File: config.mk
export PLATFORM = sky130hd
export DESIGN_NAME = adder_tree_lane_gather
export DESIGN_NICKNAME = d
export VERILOG_FILES = /design/src/rtl/adder_tree_lane_gather.sv
export SDC_FILE = /design/constraint.sdc
export NUM_CORES = 1
export LEC_CHECK = 0
export BUFFER_PORTS_ARGS = -buffer_cell sky130_fd_sc_hd__buf_2
export CAP_MARGIN = 0
export CORE_ASPECT_RATIO = 0.5
export CORE_MARGIN = 3
export CORE_UTILIZATION = 59
export CTS_BUF_LIST = sky130_fd_sc_hd__clkbuf_4 sky130_fd_sc_hd__clkbuf_8
export DETAILED_ROUTE_END_ITERATION = 7
export PLACE_DENSITY = 0.8
export SETUP_SLACK_MARGIN = 0.3
export SYNTH_ARGS = -nofsm -noshare
export SYNTH_HDL_FRONTEND = slang
export SYNTH_SLANG_ARGS = --single-unit
File: constraint.sdc
create_clock -name clk -period 7.45 [get_ports clk]
set_input_delay 0.745 -clock clk [delete_from_list [all_inputs] [get_ports clk]]
set_output_delay 0.745 -clock clk [all_outputs]
set_load 0.05 [all_outputs]
File: src/rtl/adder_tree_lane_gather.sv
// Serial-to-parallel operand gatherer feeding the 8-leaf adder tree.
// Two ping-pong banks let one bank fill while the other waits for the tree.
module adder_tree_lane_gather #(
    parameter int unsigned ADDER_WIDTH = 64,
    parameter int unsigned LANES       = 8,
    parameter int unsigned CNT_W       = 4
) (
    input  logic                         clk,
    input  logic                         rst_n,
    input  logic                         in_valid,
    output logic                         in_ready,
    input  logic [ADDER_WIDTH-1:0]       in_data,
    input  logic                         in_last,
    output logic                         out_valid,
    input  logic                         out_ready,
    output logic [LANES*ADDER_WIDTH-1:0] out_lanes,
    output logic [CNT_W-1:0]             out_count
);

    localparam int unsigned IdxW = (LANES > 1) ? $clog2(LANES) : 1;
    localparam logic [IdxW-1:0] LastIdx = IdxW'(LANES - 1);

    logic [ADDER_WIDTH-1:0] data_q [2][LANES];
    logic [CNT_W-1:0]       count_q [2];
    logic [1:0]             full_q, full_d;
    logic [IdxW-1:0]        wr_idx_q, wr_idx_d;
    logic                   wb_q, wb_d;
    logic                   rb_q, rb_d;
    logic                   accept, complete, drain;

    // in_ready looks only at registered state, never at in_valid or out_ready.
    assign in_ready  = rst_n & ~full_q[wb_q];
    assign out_valid = full_q[rb_q];
    assign accept    = in_valid & in_ready;
    assign complete  = accept & (in_last | (wr_idx_q == LastIdx));
    assign drain     = out_valid & out_ready;

    always_comb begin
        full_d   = full_q;
        wr_idx_d = wr_idx_q;
        wb_d     = wb_q;
        rb_d     = rb_q;
        if (accept) begin
            wr_idx_d = complete ? '0 : wr_idx_q + IdxW'(1);
        end
        if (complete) begin
            full_d[wb_q] = 1'b1;
            wb_d         = ~wb_q;
        end
        // A completing bank is never the draining bank: wb full blocks input.
        if (drain) begin
            full_d[rb_q] = 1'b0;
            rb_d         = ~rb_q;
        end
    end

    always_ff @(posedge clk) begin
        if (!rst_n) begin
            full_q     <= '0;
            wr_idx_q   <= '0;
            wb_q       <= 1'b0;
            rb_q       <= 1'b0;
            count_q[0] <= '0;
            count_q[1] <= '0;
        end else begin
            full_q   <= full_d;
            wr_idx_q <= wr_idx_d;
            wb_q     <= wb_d;
            rb_q     <= rb_d;
            if (complete) begin
                count_q[wb_q] <= CNT_W'(wr_idx_q) + CNT_W'(1);
            end
        end
    end

    // Lane data needs no reset: lanes at or above count are masked on output.
    always_ff @(posedge clk) begin
        if (accept) begin
            data_q[wb_q][wr_idx_q] <= in_data;
        end
    end

    always_comb begin
        out_lanes = '0;
        out_count = '0;
        if (out_valid) begin
            out_count = count_q[rb_q];
            for (int unsigned k = 0; k < LANES; k++) begin
                if (CNT_W'(k) < count_q[rb_q]) begin
                    out_lanes[k*ADDER_WIDTH +: ADDER_WIDTH] = data_q[rb_q][k];
                end
            end
        end
    end

endmodule

==> flow_summary_export.csv, run 1 <==
group,metric,value,unit
critical_path,path_class,"flip-flop to primary output",
critical_path,startpoint_type,"flip-flop",
power,leakagePower,16.1,nW
cts,insertion_delay,0.78,ns
sta,finalSetupViolCount,0,
power,peakVddDrop,201,µV
floorplan,dieWidth,375,µm
yosys,muxShareOfSynthArea,9.81,%
yosys,synthSimpleGateAreaFrac,5.74,%
place,dpl_cell_area,43800,µm²
detailed_routing,post_drt_wl_per_cell,27.7,µm
cells_and_area,final_cell_area,46500,µm²
detailed_routing,antenna_left,0,
floorplan,die_h,190,µm
detailed_routing,postRouteWirelength,110000,µm
cts,htree_levels,4,
place,port_buffers,586,
sta,finalCritPeriodShare,69.9,%
grt,grt_pass1_wl,160000,µm
cts,clk_path_buf_depth,3,
cells_and_area,final_net_count,3058,
grt,grt_max_degree,218,
detailed_routing,route.vias.total,24800,
yosys,synth_xor_area_share,0,%
cells_and_area,final_util,70.3,%
place,gp_congestion,0.859,
cts,postCtsSetupBuffers,0,
cts,cts_root_buf,"clkbuf_8",
cells_and_area,mostFrequentLayoutCells,"edfxtp_1, buf_2, mux2i_1",
run,maxCapViolations,0,
detailed_routing,drc_errors,0,
yosys,synth_top_area_share,77.2,%
cts,postCtsHoldBufs,0,
cells_and_area,final_common_cell,"edfxtp_1",
detailed_routing,via_per_inst,6.24,
floorplan,start_util,60.7,%
cts,cts_tree,"yes",
yosys,ys_warn_count,0,
critical_path,crit_fanout,122,
place,hpwl,64900,µm
power,power_density,251,nW/µm²
grt,antenna_found_initial,3,
yosys,ys_seq_elements,1040,
floorplan,num_rows,66,
sta,final.setup.tns,0,ns
yosys,synth_compound_area_share,4.60,%
yosys,syn_area_per_cell,16.7,µm²
critical_path,cp.required,6.70,ns
critical_path,worstPathArrival,4.46,ns
yosys,synthCells,2406,
outcome,outcome,"completed",
critical_path,crit_path_end_kind,"primary output",
cells_and_area,syn_to_final_growth,15.8,%
sta,rsz0062_at_grt,"false",
cts,cts_resized,0,
yosys,netlist_area,40200,µm²
sta,min_period,5.21,ns
yosys,synth.top_cells.by_area,"edfxtp_1, mux2i_1, nor2_1",
grt,track_usage,30.8,%
yosys,synth_seq_area_share,77.6,%
sta,slew_headroom,5.71,%
cts,clock_sinks,1040,
floorplan,ios,587,
yosys,yosysTopAreaCell,"edfxtp_1",
floorplan,die_area,71400,µm²
detailed_routing,first_pass_iters,5,
sta,fmax,192,MHz
yosys,syn_nets,2477,
detailed_routing,drtIter0Drc,2764,
sta,finalHoldViolations,0,
place,post-place-cells,3729,
cells_and_area,layout-drive-gt1-share,28.5,%
sta,worst-slew-pin-transition,1.41,ns
grt,grt_pass1_vias,24600,
cts,cts_inserted_buffers,140,
cts,path_clk_slew,0.07,ns
sta,fin_worst_skew,0.0413,ns
cells_and_area,stdcell_count,3982,
floorplan,core_area,66100,µm²
sta,slew_viol_final,0,
min_path,hp-class,"primary input to flip-flop",
yosys,synth_top_family_by_area,"multiplexers",
grt,gr-total-overflow,0,
yosys,synth_cell_types,41,
yosys,synth_adder_area_share,0.0623,%
final cells by class:
cell class | instances | area, µm²
sequential | 1040 | 31200
fill | 4222 | 19700
multi-input combinational | 1177 | 8290
timing repair buffer | 623 | 3250
clock buffer | 201 | 2430
tap | 884 | 1110
clock inverter | 49 | 236
inverter | 5 | 21.3
antenna | 3 | 7.51
sequential cells by signal, summed over array words and instances, names as in the netlist, named ones only:
name / cells
data_q: 1024
count_q: 8
wr_idx_q: 3
full_q: 2
rb_q: 1
wb_q: 1
critical path, cell delays in order (launching register included):
cell and delay, ns:
dfxtp_4 1.01, buf_12 0.74, buf_4 0.98, mux2i_1 0.18
a211oi_1 0.27, buf_2 0.32
Yosys cell counts, drive strengths merged:
cell    number
edfxtp    1032
mux2i      390
nor2       210
a21oi      133
buf        119
nand2       75
nor3        72
a211oi      65
clkbuf      65
nand3       65
a32oi       64
nor4        64
dfxtp        8
and2         7
inv          5
a311oi       4
or3          4
mux2         3
o21ai        3
or4          3
ha           2
nand2b       2
nor2b        2
or4b         2
and3         1
o211a        1
o211ai       1
o21a         1
o31a         1
o41a         1
or2          1
per-stage QoR:
stage	power (W)	setup WS [ns]	hold WS [ns]
floorplan	0.00727	0.840	0.506
global placement	0.00758	3.14	0.557
detailed placement	0.00759	3.02	0.574
CTS	0.0117	2.17	0.180
global route	0.0120	1.99	0.220
finish	0.0117	2.24	0.238
where the power goes:
group	switching, W	internal, W	leakage (nW)
sequential	0.0000231	0.00647	9.37
combinational	0.000779	0.000206	5.28
clock	0.00208	0.00210	1.41
total	0.00288	0.00878	16.1
routing by layer:
layer	up-vias	global-route usage [%]	share of wire, %
met1	12500	38.4	36
met4	0	18.0	6.4
met2	1420	51.7	51
met5	-	0	0
li1	10600	-	-
met3	339	4.93	7.6
cell families (layout without fill, tap and decap cells):
family	after synthesis	in the layout
DFF	1040	1040
and+or+nand+nor	508	508
muxes	393	393
AOI/OAI and AO/OA	274	274
buffers and inverters	189	878
adders and majority gates	2	2
other	0	3
worst paths after layout:
path | depth (start not counted) | endpoint | slack [ns] | from
setup / recovery | 5 | out_lanes[138] | 2.24 | flip-flop
hold / removal | 2 | full_q[1] | 0.24 | out_ready
setup reg to reg | 4 | data_q[1][277] | 3.90 | wb_q
hold reg to reg | 2 | wb_q | 0.60 | wb_q
Note: power is estimated with default switching activity, not from simulation.
==> run 2: changes to the inputs <==
--- a/config.mk
+++ b/config.mk
@@ -9,10 +9,10 @@
 export CAP_MARGIN = 0
 export CORE_ASPECT_RATIO = 0.5
 export CORE_MARGIN = 3
-export CORE_UTILIZATION = 59
+export CORE_UTILIZATION = 53
 export CTS_BUF_LIST = sky130_fd_sc_hd__clkbuf_4 sky130_fd_sc_hd__clkbuf_8
 export DETAILED_ROUTE_END_ITERATION = 7
-export PLACE_DENSITY = 0.8
+export PLACE_DENSITY = 0.76
 export SETUP_SLACK_MARGIN = 0.3
 export SYNTH_ARGS = -nofsm -noshare
 export SYNTH_HDL_FRONTEND = slang
==> constraint.sdc (replaced) <==
create_clock -name clk -period 4.2 [get_ports clk]
set_input_delay 0.42 -clock clk [delete_from_list [all_inputs] [get_ports clk]]
set_output_delay 0.42 -clock clk [all_outputs]
set_load 0.05 [all_outputs]
==> run 2 against run 1 <==
Via count about the same. Critical path depth unchanged. Final cell count rose by 4.0%. Highest routed layer unchanged. Core utilization decreased by 6.6 points. Combinational power rose by 82%. Design area grew 1.5%. Clock power is 79% higher. Register-to-register slack got worse by 2.6 ns. Clock skew decreased by 0.015 ns. First-iteration DRC count rose by 1.3%. Largest cell class unchanged. Flip-flop and latch count did not move.
==> flow_summary_export.csv, run 2 (synthesis results as in run 1) <==
group,metric,value,unit
critical_path,crit_fanout,42,
sta,fmax,263,MHz
floorplan,die_area,79300,µm²
detailed_routing,via_per_inst,6.00,
detailed_routing,post_drt_wl_per_cell,27.3,µm
sta,slew_viol_final,0,
cells_and_area,mostFrequentLayoutCells,"edfxtp_1, buf_2, mux2i_1",
power,power_density,440,nW/µm²
floorplan,start_util,54.3,%
critical_path,cp.required,3.78,ns
cells_and_area,final_cell_area,47200,µm²
cts,cts_inserted_buffers,142,
place,dpl_cell_area,44300,µm²
outcome,outcome,"completed",
cells_and_area,largestRegisters,"data_q x1024, count_q x8, wr_idx_q x3",
sta,min_period,3.80,ns
sta,finalSetupViolCount,0,
detailed_routing,drc_errors,0,
critical_path,crit_path_max_incr_delay,0.89,ns
sta,whs,0.0392,ns
sta,rsz0062_at_grt,"true",
detailed_routing,antenna_left,0,
detailed_routing,drtIter0Drc,2801,
floorplan,dieWidth,395,µm
place,hpwl,69000,µm
sta,worst-slew-pin-transition,1.12,ns
cts,cts_tree,"yes",
grt,track_usage,28.0,%
cts,htree_levels,4,
grt,gr-total-overflow,0,
cells_and_area,layout-drive-gt1-share,28.6,%
cells_and_area,largest_reg_flops,1024,
critical_path,cp.buffers_inverters,2,
floorplan,die_h,201,µm
critical_path,path_class,"flip-flop to primary output",
cts,path_clk_slew,0.08,ns
floorplan,core_area,74000,µm²
power,peakVddDrop,209,µV
critical_path,startpoint_type,"flip-flop",
floorplan,ios,587,
cells_and_area,final_net_count,3097,
sta,fin_worst_skew,0.0264,ns
critical_path,crit_chain,"o41a_2 -> buf_4 -> a32oi_1 -> nor2_1 -> buf_2",
critical_path,worstPathArrival,3.38,ns
cells_and_area,stdcell_count,4141,
floorplan,num_rows,70,
place,port_buffers,586,
cts,insertion_delay,0.79,ns
sta,finalCritPeriodShare,90.6,%
critical_path,cp_slowest_cell,"o41a_2",
detailed_routing,first_pass_iters,5,
min_path,hp-class,"primary input to flip-flop",
cts,clock_sinks,1040,
grt,grt_pass1_wl,163000,µm
critical_path,crit_path_end_kind,"primary output",
sta,slew_headroom,25.3,%
run,maxCapViolations,0,
detailed_routing,route.vias.total,24800,
cells_and_area,max_flop_register,"data_q",
cells_and_area,final_common_cell,"edfxtp_1",
detailed_routing,postRouteWirelength,113000,µm
power,leakagePower,16.3,nW
cells_and_area,syn_to_final_growth,17.5,%
grt,antenna_found_initial,2,
cells_and_area,final_util,63.7,%
place,gp_congestion,0.856,
critical_path,critPathTopFamily,"compound AO/OA/AOI/OAI gates",
cts,cts_root_buf,"clkbuf_8",
grt,grt_pass1_vias,24500,
place,post-place-cells,3870,
grt,grt_max_degree,202,
sta,finalHoldViolations,0,
cts,clk_path_buf_depth,3,
run 2: changes by cell type in the layout (fill, tap and decap cells not counted), sizes merged:
| cell | change |
|---|---|
| dlygate4sd3 | +20 |
| clkbuf | -8 |
| bufinv | +1 |
| clkinv | +2 |
| diode | -2 |
| clkinvlp | -1 |
| buf | +17 |
| inv | +6 |
run 2: worst register-to-register path: stages (launching register included):
cell	delay, ns
dfxtp_1	0.46
inv_1	0.14
or4_1	0.78
nor2_4	0.73
buf_12	0.37
run 2: timing repair:
item,CTS,global route
endpoints found under the hold margin,116,2
hold buffers,18,2
buffers inserted,0,0
endpoints found under the setup margin,48,72
gates resized for setup,3,3
run 2: where the power goes:
group          switching, W  internal (W)
Combinational       0.00140      0.000389
Sequential        0.0000320        0.0115
Clock               0.00375       0.00372
Total               0.00519        0.0156
run 2: metrics by stage:
step | setup slack, ns | setup TNS, ns | power [W]
after floorplan | -0.361 | -109.41 | 0.0129
after global placement | 1.06 | 0 | 0.0135
after detailed placement | 1.05 | 0 | 0.0135
after CTS | 0.300 | 0 | 0.0209
after global routing | 0.280 | 0 | 0.0214
final | 0.396 | 0 | 0.0208
run 2: area by class of cell:
class	instances	area [µm²]
Sequential cell	1040	31200
Clock buffer	193	2360
Fill cell	5152	26800
Clock inverter	57	313
Antenna cell	1	2.50
Timing Repair Buffer	660	3740
Multi-Input combinational cell	1177	8320
Inverter	5	21.3
Tap cell	1008	1260
run 2: layer usage:
metal / track usage (%) / vias up / part of all wire [%]
li1: - / 10600 / -
met1: 34.6 / 12500 / 36
met2: 46.9 / 1340 / 50
met3: 5.48 / 314 / 7.8
met4: 14.9 / 0 / 5.9
met5: 0 / - / 0
run 2: path summary, 6_finish.rpt:
| check | startpoint | end | slack (ns) | depth (start not counted) |
|---|---|---|---|---|
| max | flip-flop | out_lanes[55] | 0.40 | 5 |
| max reg2reg | wb_q | data_q[1][372] | 1.26 | 4 |
| min | in_data[1] | data_q[0][129] | 0.04 | 1 |
| min reg2reg | wr_idx_q[0] | wr_idx_q[0] | 0.57 | 2 |
==> run 3: changes to the inputs <==
--- a/config.mk
+++ b/config.mk
@@ -12,7 +12,7 @@
 export CORE_UTILIZATION = 53
 export CTS_BUF_LIST = sky130_fd_sc_hd__clkbuf_4 sky130_fd_sc_hd__clkbuf_8
 export DETAILED_ROUTE_END_ITERATION = 7
-export PLACE_DENSITY = 0.76
+export PLACE_DENSITY = 0.87
 export SETUP_SLACK_MARGIN = 0.3
 export SYNTH_ARGS = -nofsm -noshare
 export SYNTH_HDL_FRONTEND = slang
==> run 3 against run 2 <==
Global-route usage increased by 1.6 points. Largest cell class unchanged. Worst hold slack improved by 0.032 ns. Final cell count about the same. Clock power increased by 4.3%. Critical endpoint is now out_lanes[3]. Sequential share of layout area about the same. Clock-buffer cell count decreased by 3. Power increased by 1.7%. Critical path depth unchanged. Design area about the same.
==> flow_summary_export.csv, run 3 (synthesis results as in run 1) <==
group,metric,value,unit
outcome,outcome,"completed",
critical_path,cp.required,3.78,ns
detailed_routing,postRouteWirelength,120000,µm
cells_and_area,largestRegisters,"data_q x1024, count_q x8, wr_idx_q x3",
cells_and_area,max_flop_register,"data_q",
place,dpl_worst_slack,1.19,ns
cts,postCtsSetupBuffers,0,
power,clockPowerShare,36.9,%
floorplan,core_area,74000,µm²
cts,path_clk_slew,0.07,ns
cells_and_area,syn_to_final_growth,17.5,%
power,p_total,0.0211,W
power,switching_share,24.9,%
sta,worst-slew-pin-transition,1.15,ns
detailed_routing,post_drt_wl_per_cell,29.0,µm
floorplan,num_rows,70,
critical_path,worstPathArrival,3.43,ns
sta,finalSetupViolCount,0,
cells_and_area,final_common_cell,"edfxtp_1",
detailed_routing,antenna_left,0,
critical_path,crit_fanout,70,
cts,clock_sinks,1040,
power,peakVddDrop,338,µV
cts,insertion_delay,0.76,ns
power,switchingPower,0.00526,W
power,seqPwrFrac,54.4,%
run,maxCapViolations,0,
grt,gr-total-overflow,0,
power,intPower,0.0159,W
cells_and_area,final_net_count,3095,
critical_path,startpoint_type,"flip-flop",
sta,slew_headroom,23.3,%
cells_and_area,largest_reg_flops,1024,
place,gp_congestion,0.898,
place,hpwl,72000,µm
cts,cts_tree,"yes",
grt,grt_pass1_wl,172000,µm
floorplan,dieWidth,395,µm
power,power_density,448,nW/µm²
power,leakagePower,16.3,nW
detailed_routing,route.vias.total,26200,
floorplan,start_util,54.3,%
sta,finalHoldViolations,0,
sta,min_period,3.85,ns
cells_and_area,mostFrequentLayoutCells,"edfxtp_1, buf_2, mux2i_1",
sta,slew_viol_final,0,
sta,finalCritPeriodShare,91.7,%
sta,fin_worst_skew,0.0357,ns
sta,fmax,260,MHz
detailed_routing,drtIter0Drc,3866,
place,port_buffers,586,
grt,antenna_found_initial,6,
critical_path,path_class,"flip-flop to primary output",
critical_path,crit_path_end_kind,"primary output",
sta,whs,0.0711,ns
floorplan,die_area,79300,µm²
cts,cts_inserted_buffers,143,
min_path,hp-class,"primary input to flip-flop",
power,power_frac_comb,8.7,%
cts,cts_root_buf,"clkbuf_8",
detailed_routing,drc_errors,0,
cts,htree_levels,4,
detailed_routing,via_per_inst,6.32,
grt,track_usage,29.6,%
sta,rsz0062_at_grt,"false",
sta,setup_ws,0.348,ns
cells_and_area,layout-drive-gt1-share,28.9,%
cells_and_area,fillers,4750,
grt,grt_max_degree,215,
floorplan,die_h,201,µm
detailed_routing,first_pass_iters,5,
grt,grt_pass1_vias,25800,
cts,clk_path_buf_depth,3,
floorplan,ios,587,
-- run 3: changes by cell type in the layout (fill, tap and decap cells not counted), sizes merged --
cell         delta
clkinv          +6
dlygate4sd3    -11
buf             +8
bufinv          +5
inv             -6
clkinvlp        -1
diode           +4
clkbuf          -3
-- run 3: per-layer routing --
metal	part of all wire, %	GRT usage [%]
met1	33	35.6
met2	48	47.5
met3	9.9	5.63
met4	9.2	23.0
met5	0	0
-- run 3: worst max-delay path, cell delays in order, from the launching register on --
cell     delay [ns]
dfxtp_1        0.49
mux2i_4        0.36
buf_4          0.44
buf_4          0.77
nor2_1         0.26
buf_2          0.29
-- run 3: power groups by stage --
stage | clock network (W) | logic, W | registers [W]
global route | 0.00832 | 0.00188 | 0.0115
global placement | 0 | 0.00175 | 0.0117
CTS | 0.00785 | 0.00180 | 0.0115
floorplan | 0 | 0.00117 | 0.0117
detailed placement | 0 | 0.00178 | 0.0117
finish | 0.00780 | 0.00183 | 0.0115
-- run 3: stage by stage --
step / util [%] / setup TNS (ns) / cell area [µm²] / cells
after CTS: 63.7 / 0 / 47200 / 4138
after global placement: 59.8 / 0 / 44300 / 3878
after floorplan: - / -109.41 / 40200 / 2406
after global routing: 63.8 / 0 / 47200 / 4143
after detailed placement: 59.8 / 0 / 44300 / 3878
final: 63.8 / 0 / 47200 / 4143
-- run 3: final timing paths --
| path | start | endpoint | slack [ns] | cells past startpoint |
|---|---|---|---|---|
| worst max-delay path | rb_q | out_lanes[3] | 0.35 | 5 |
| worst min-delay path | in_data[19] | data_q[1][147] | 0.07 | 1 |
| worst max register to register | wb_q | data_q[1][332] | 1.26 | 4 |
| worst min register to register | wr_idx_q[0] | wr_idx_q[0] | 0.60 | 2 |
-- run 3: area by class of cell --
class | instances | area, µm² | area share (%)
sequential | 1040 | 31200 | 66.0
multi-input combinational | 1177 | 8340 | 17.7
timing repair buffer | 657 | 3620 | 7.66
clock buffer | 190 | 2360 | 5.00
tap | 1008 | 1260 | 2.67
clock inverter | 61 | 432 | 0.915
inverter | 5 | 21.3 | 0.0451
antenna | 5 | 12.5 | 0.0265
-- run 3: what timing repair did --
| action | 4_1_cts | 5_1_grt |
|---|---|---|
| endpoints found under the setup margin | 0 | 42 |
| hold endpoints to repair | 56 | 0 |
| hold buffers | 9 | 0 |
| resized for setup | 0 | 5 |
